**config.mk**
```make
export PLATFORM = sky130hd
export DESIGN_NAME = reg_file_sb
export DESIGN_NICKNAME = d
export VERILOG_FILES = /design/src/rtl/reg_file_sb.sv
export SDC_FILE = /design/constraint.sdc
export NUM_CORES = 2
export LEC_CHECK = 0
export ABC_AREA = 1
export CAP_MARGIN = 20
export CORE_ASPECT_RATIO = 0.9
export CORE_UTILIZATION = 43
export CTS_CLUSTER_DIAMETER = 30
export DETAILED_ROUTE_END_ITERATION = 6
export GPL_ROUTABILITY_DRIVEN = 0
export PLACE_DENSITY_LB_ADDON = 0.12
export SYNTH_ARGS = -nofsm -noshare
export SYNTH_HDL_FRONTEND = slang
export SYNTH_SLANG_ARGS = --single-unit
```
**constraint.sdc**
```tcl
create_clock -name clk -period 7.7 [get_ports clk]
set_clock_uncertainty 0.15 [all_clocks]
set_input_delay 2.31 -clock clk [delete_from_list [all_inputs] [get_ports clk]]
set_output_delay 2.31 -clock clk [all_outputs]
set_load 0.05 [all_outputs]
```
**src/rtl/reg_file_sb.sv**
```systemverilog
// reg_file_sb: integer register file with a pending-write scoreboard for RAW stall detection.
//
// Ports:
//   clk, rst_n                     core clock (rising edge), asynchronous active-low reset
//   rs1_addr/rs1_data              read port 1 (combinational)
//   rs2_addr/rs2_data              read port 2 (combinational)
//   reg_write, rd_addr, write_data write-back sink
//   issue_valid, issue_wr, issue_rd,
//   issue_uses_rs1, issue_uses_rs2 decode issue request
//   stall                          RAW hazard, decode must hold
//   pending_cnt                    number of registers with a write in flight
//
// Optional build macro REG_BYPASS_EN: forwards write_data to the read ports and
// ignores the pending bit of the register being written this cycle.
module reg_file_sb #(
  parameter int DATA_W = 32,
  parameter int ADDR_W = 5
) (
  input  logic              clk,
  input  logic              rst_n,
  input  logic [ADDR_W-1:0] rs1_addr,
  input  logic [ADDR_W-1:0] rs2_addr,
  output logic [DATA_W-1:0] rs1_data,
  output logic [DATA_W-1:0] rs2_data,
  input  logic              reg_write,
  input  logic [ADDR_W-1:0] rd_addr,
  input  logic [DATA_W-1:0] write_data,
  input  logic              issue_valid,
  input  logic              issue_wr,
  input  logic [ADDR_W-1:0] issue_rd,
  input  logic              issue_uses_rs1,
  input  logic              issue_uses_rs2,
  output logic              stall,
  output logic [ADDR_W:0]   pending_cnt
);
  localparam int NUM_REGS = 2 ** ADDR_W;
  logic [DATA_W-1:0]   regs [NUM_REGS];
  logic [NUM_REGS-1:0] pending, pending_nxt, wb_mask, set_mask, busy;
  logic [ADDR_W:0]     cnt_nxt;
  logic                wb_en, accept;
  assign wb_en   = reg_write && rd_addr != '0;
  assign wb_mask = wb_en ? (NUM_REGS'(1) << rd_addr) : '0;
`ifdef REG_BYPASS_EN
  // A register written this cycle is already resolved for the reader.
  assign busy     = pending & ~wb_mask;
  assign rs1_data = rs1_addr == '0 ? '0 : (wb_en && rd_addr == rs1_addr) ? write_data : regs[rs1_addr];
  assign rs2_data = rs2_addr == '0 ? '0 : (wb_en && rd_addr == rs2_addr) ? write_data : regs[rs2_addr];
`else
  assign busy     = pending;
  assign rs1_data = rs1_addr == '0 ? '0 : regs[rs1_addr];
  assign rs2_data = rs2_addr == '0 ? '0 : regs[rs2_addr];
`endif
  assign stall    = issue_valid && ((issue_uses_rs1 && busy[rs1_addr]) || (issue_uses_rs2 && busy[rs2_addr]));
  assign accept   = issue_valid && !stall;
  assign set_mask = (accept && issue_wr && issue_rd != '0) ? (NUM_REGS'(1) << issue_rd) : '0;
  // Set after clear: a new producer issued in the write-back cycle keeps ownership.
  assign pending_nxt = ((pending & ~wb_mask) | set_mask) & ~NUM_REGS'(1);
  // The count register is loaded from the next pending state so it always matches pending.
  always_comb begin
    cnt_nxt = '0;
    for (int i = 0; i < NUM_REGS; i++) cnt_nxt = cnt_nxt + (ADDR_W+1)'(pending_nxt[i]);
  end
  always_ff @(posedge clk or negedge rst_n) begin
    if (!rst_n) begin
      for (int i = 0; i < NUM_REGS; i++) regs[i] <= '0;
      pending     <= '0;
      pending_cnt <= '0;
    end else begin
      if (wb_en) regs[rd_addr] <= write_data;
      pending     <= pending_nxt;
      pending_cnt <= cnt_nxt;
    end
  end
endmodule

```
==> impl_metrics.yaml <==
cts:
  cts-root-buf: "clkbuf_16"
  cts_tree: "yes"
  clk_latency_ps: 860
  ctsHoldBuffers: 0
  htree_levels: 5
  clock-sinks: 1061
  cts.path.max_buffers: 4
  cts_buffers: 283
  path_clk_slew_ps: 40
worst_hold_path:
  min_to: "regs[1000]"
  min_path_cells: 0
  min_from: "regs[1000]"
  hold_class: "register to register"
power_and_ir_drop:
  power-per-cell-area_nw_per_um2: 343
  combPwrFrac: 0.214
  leakage_nw: 31.6
  netSwitchingFraction: 0.304
  p_switching_mw: 7.34
  ir_worst_vdd_v: 0.000517
  p_seq_frac: 0.309
  pwr-share-clk: 0.477
  power_mw: 24.2
  p_int_mw: 16.8
grt:
  antenna_found_initial: 11
  grt_pass1_vias: 55400
  grt_max_degree: 167
  grt_first_pass_wirelength_um: 359000
  track_usage: 0.349
  grt_overflow: 0
floorplan:
  dieWidth_um: 389
  core_um2: 133000
  die_h_um: 350
  num_io_pins: 130
  num_rows: 127
  die_area_um2: 136000
  start_util: 0.434
setup_path:
  rrSetupSlack_ps: 1580
  critPathRequiredTime_ps: 5240
  reg2reg_depth: 23
  worst_setup_path_end_kind: "output port"
  path_cells: "buf_6 -> inv_1 -> nand2_4 -> buf_4 -> buf_4 -> o211ai_1 -> nand3_1 -> a21oi_1 -> buf_4 -> buf_12"
  cpLargestDelayFamily: "buffers and inverters"
  timing.rr.start: "busy[24]"
  reg2reg_to: "pending_cnt[4]"
  start_kind: "primary input"
  worstPathMaxFanout: 53
  slowest_delay_ps: 980
  arrival_ps: 5290
  path_buf_inv: 6
  cp_slowest_cell: "buf_4"
  cpMostUsedCell: "buf_4"
  crit_type: "primary input to output port"
yosys:
  synth_cells: 7651
  synth-seq-cells: 1061
  ys_warn_count: 0
  yosysTopAreaCell: "dfrtp_1"
  synth_area_um2: 57900
  async_reset_ff_frac: 1.00
  yosysUniqueCellTypes: 38
  synth_flop_cell: "dfrtp_1"
  synth_fp_nets: 7740
  yosys-top-cells-area: "dfrtp_1, o21ai_0, nand2_1"
  synth_top_area_frac: 0.459
  synth_edf_count: 0
  synth.avg_cell_area_um2: 7.56
  yosysSeqAreaShare: 0.459
route:
  drt_first_pass_iters: 7
  met1_length_um: 97500
  wl_per_cell_um: 25.1
  final_antenna_net_count: 0
  routed-wl-met2_um: 106000
  wl_met3_um: 23800
  routed_via_density: 6.07
  drc_errors: 0
  top_layer: "met5"
  vias: 57900
  drt-total-wl_um: 239000
  drtIter0Drc: 7388
outcome:
  violations: "negative setup slack"
  status: "finished with violations"
cells_and_area:
  mostFrequentLayoutCells: "o21ai_0, nand2_1, dfrtp_1, nor2_1, a21oi_1"
  layout.nets: 7679
  layout-drive-gt1-share: 0.109
  multi_input_area_um2: 27200
  final_common_cell: "o21ai_0"
  fillerInstances: 12500
  final-seq-area_um2: 26600
  syn_to_final_growth_pct: 21.8
placed_design:
  hpwl_um: 125000
  dp_slack_ps: -515
  port_buffers: 129
sta:
  post-route-period-util: 1.01
  setup_tns_ps: -113
  period_needed_ps: 7750
  finalSetupViolCount: 6
  maxSlewHeadroom: 0.235
  rsz0062_at_grt: "true"
  finalHoldViolCount: 0
  fmax_mhz: 129
  slew_violations: 0
  finalWorstSetupSlack_ps: -54.2
  tightestPinTransition_ps: 1150
job:
  maxCapViolCount: 0
stage by stage:
step	hold slack, ps	cells	util	cell area (µm²)
after floorplan	301	7651	-	57900
after global placement	238	9046	0.459	61100
after detailed placement	240	9046	0.459	61100
after CTS	250	9528	0.528	70400
after global routing	256	9533	0.529	70500
final	248	9536	0.529	70500
registers in the layout, summed over array words and instances, names as in the netlist:
signal	flops
pending_cnt	6
regs	1024
busy	31
cell usage after synthesis (23+ instances only):
cell / count
o211ai_1: 119
a21oi_1: 474
nor2_1: 770
o21ai_0: 1766
o21ai_1: 109
clkbuf_1: 515
mux2i_1: 96
buf_2: 133
dfrtp_1: 1061
nand4_1: 24
inv_1: 258
buf_1: 29
fa_1: 23
buf_4: 44
nand2_1: 1645
o221ai_1: 167
a221oi_1: 32
o22ai_1: 37
nand3_1: 230
power by group through the flow:
stage	sequential, mW	clock, mW	combinational, mW
final	7.47	11.5	5.17
after global routing	7.60	11.9	5.88
after detailed placement	7.49	0	5.09
after floorplan	7.33	0	3.27
after global placement	7.48	0	4.97
after CTS	7.44	11.6	5.16
cells by family after synthesis:
group,after synthesis,synth area share
muxes,96,0.0166
and+or+nand+nor,2691,0.181
buffers and inverters,1016,0.0741
xor gates and xnor gates,3,0.000454
adders and majority gates,30,0.00947
AOI/OAI and AO/OA,2754,0.259
DFF,1061,0.459
worst register-to-register path, cell delays in order (launching register included):
cell and delay (ps):
dfrtp_1 440, or2_2 300, nand3_1 70, nand3_1 70, nand3_1 70, nand3_1 70
nand3_1 130, nand3_2 130, buf_12 180, o21ai_0 280, fa_1 470, inv_1 80
fa_1 440, fa_1 500, fa_1 540, fa_1 440, fa_1 490, inv_1 50
fa_2 350, fa_2 350, a21oi_1 170, nor2_1 50, nor2_1 110, xnor2_1 130
worst max path at each step:
| stage | cells after the start | endpoint | start | slack (ps) |
|---|---|---|---|---|
| 2_1_floorplan | 24 | pending_cnt[4] | rs2_addr[0] | -20 |
| 3_3_place_gp | 25 | pending_cnt[4] | rs2_addr[0] | -450 |
| 3_5_place_dp | 25 | pending_cnt[4] | rs2_addr[0] | -510 |
| 4_1_cts | 11 | rs2_data[18] | rs2_addr[0] | 7 |
| 5_1_grt | 12 | rs2_data[2] | rs2_addr[0] | -60 |
| 6_report | 10 | rs1_data[17] | rs1_addr[2] | -50 |
layout make-up:
| cell class | instances | area share |
|---|---|---|
| multi-input cells | 5574 | 0.386 |
| flip-flops and latches | 1061 | 0.377 |
| clock buffers | 364 | 0.112 |
| repair buffers | 395 | 0.0599 |
| well taps | 1741 | 0.0309 |
| clock inverters | 118 | 0.0195 |
| inverters | 275 | 0.0151 |
| diodes | 8 | 0.000284 |
metal layers:
metal  up-vias  GRT usage
met5         -          0
met4         2      0.181
met3       752     0.0752
met2      3333      0.540
met1     27900      0.461
li1      25900          -
repair_timing:
item,4_1_cts,5_1_grt
gates resized for setup,6,12
setup buffers,0,0
setup endpoints to repair,14,46
No activity file was read; power rests on OpenSTA's default activity.
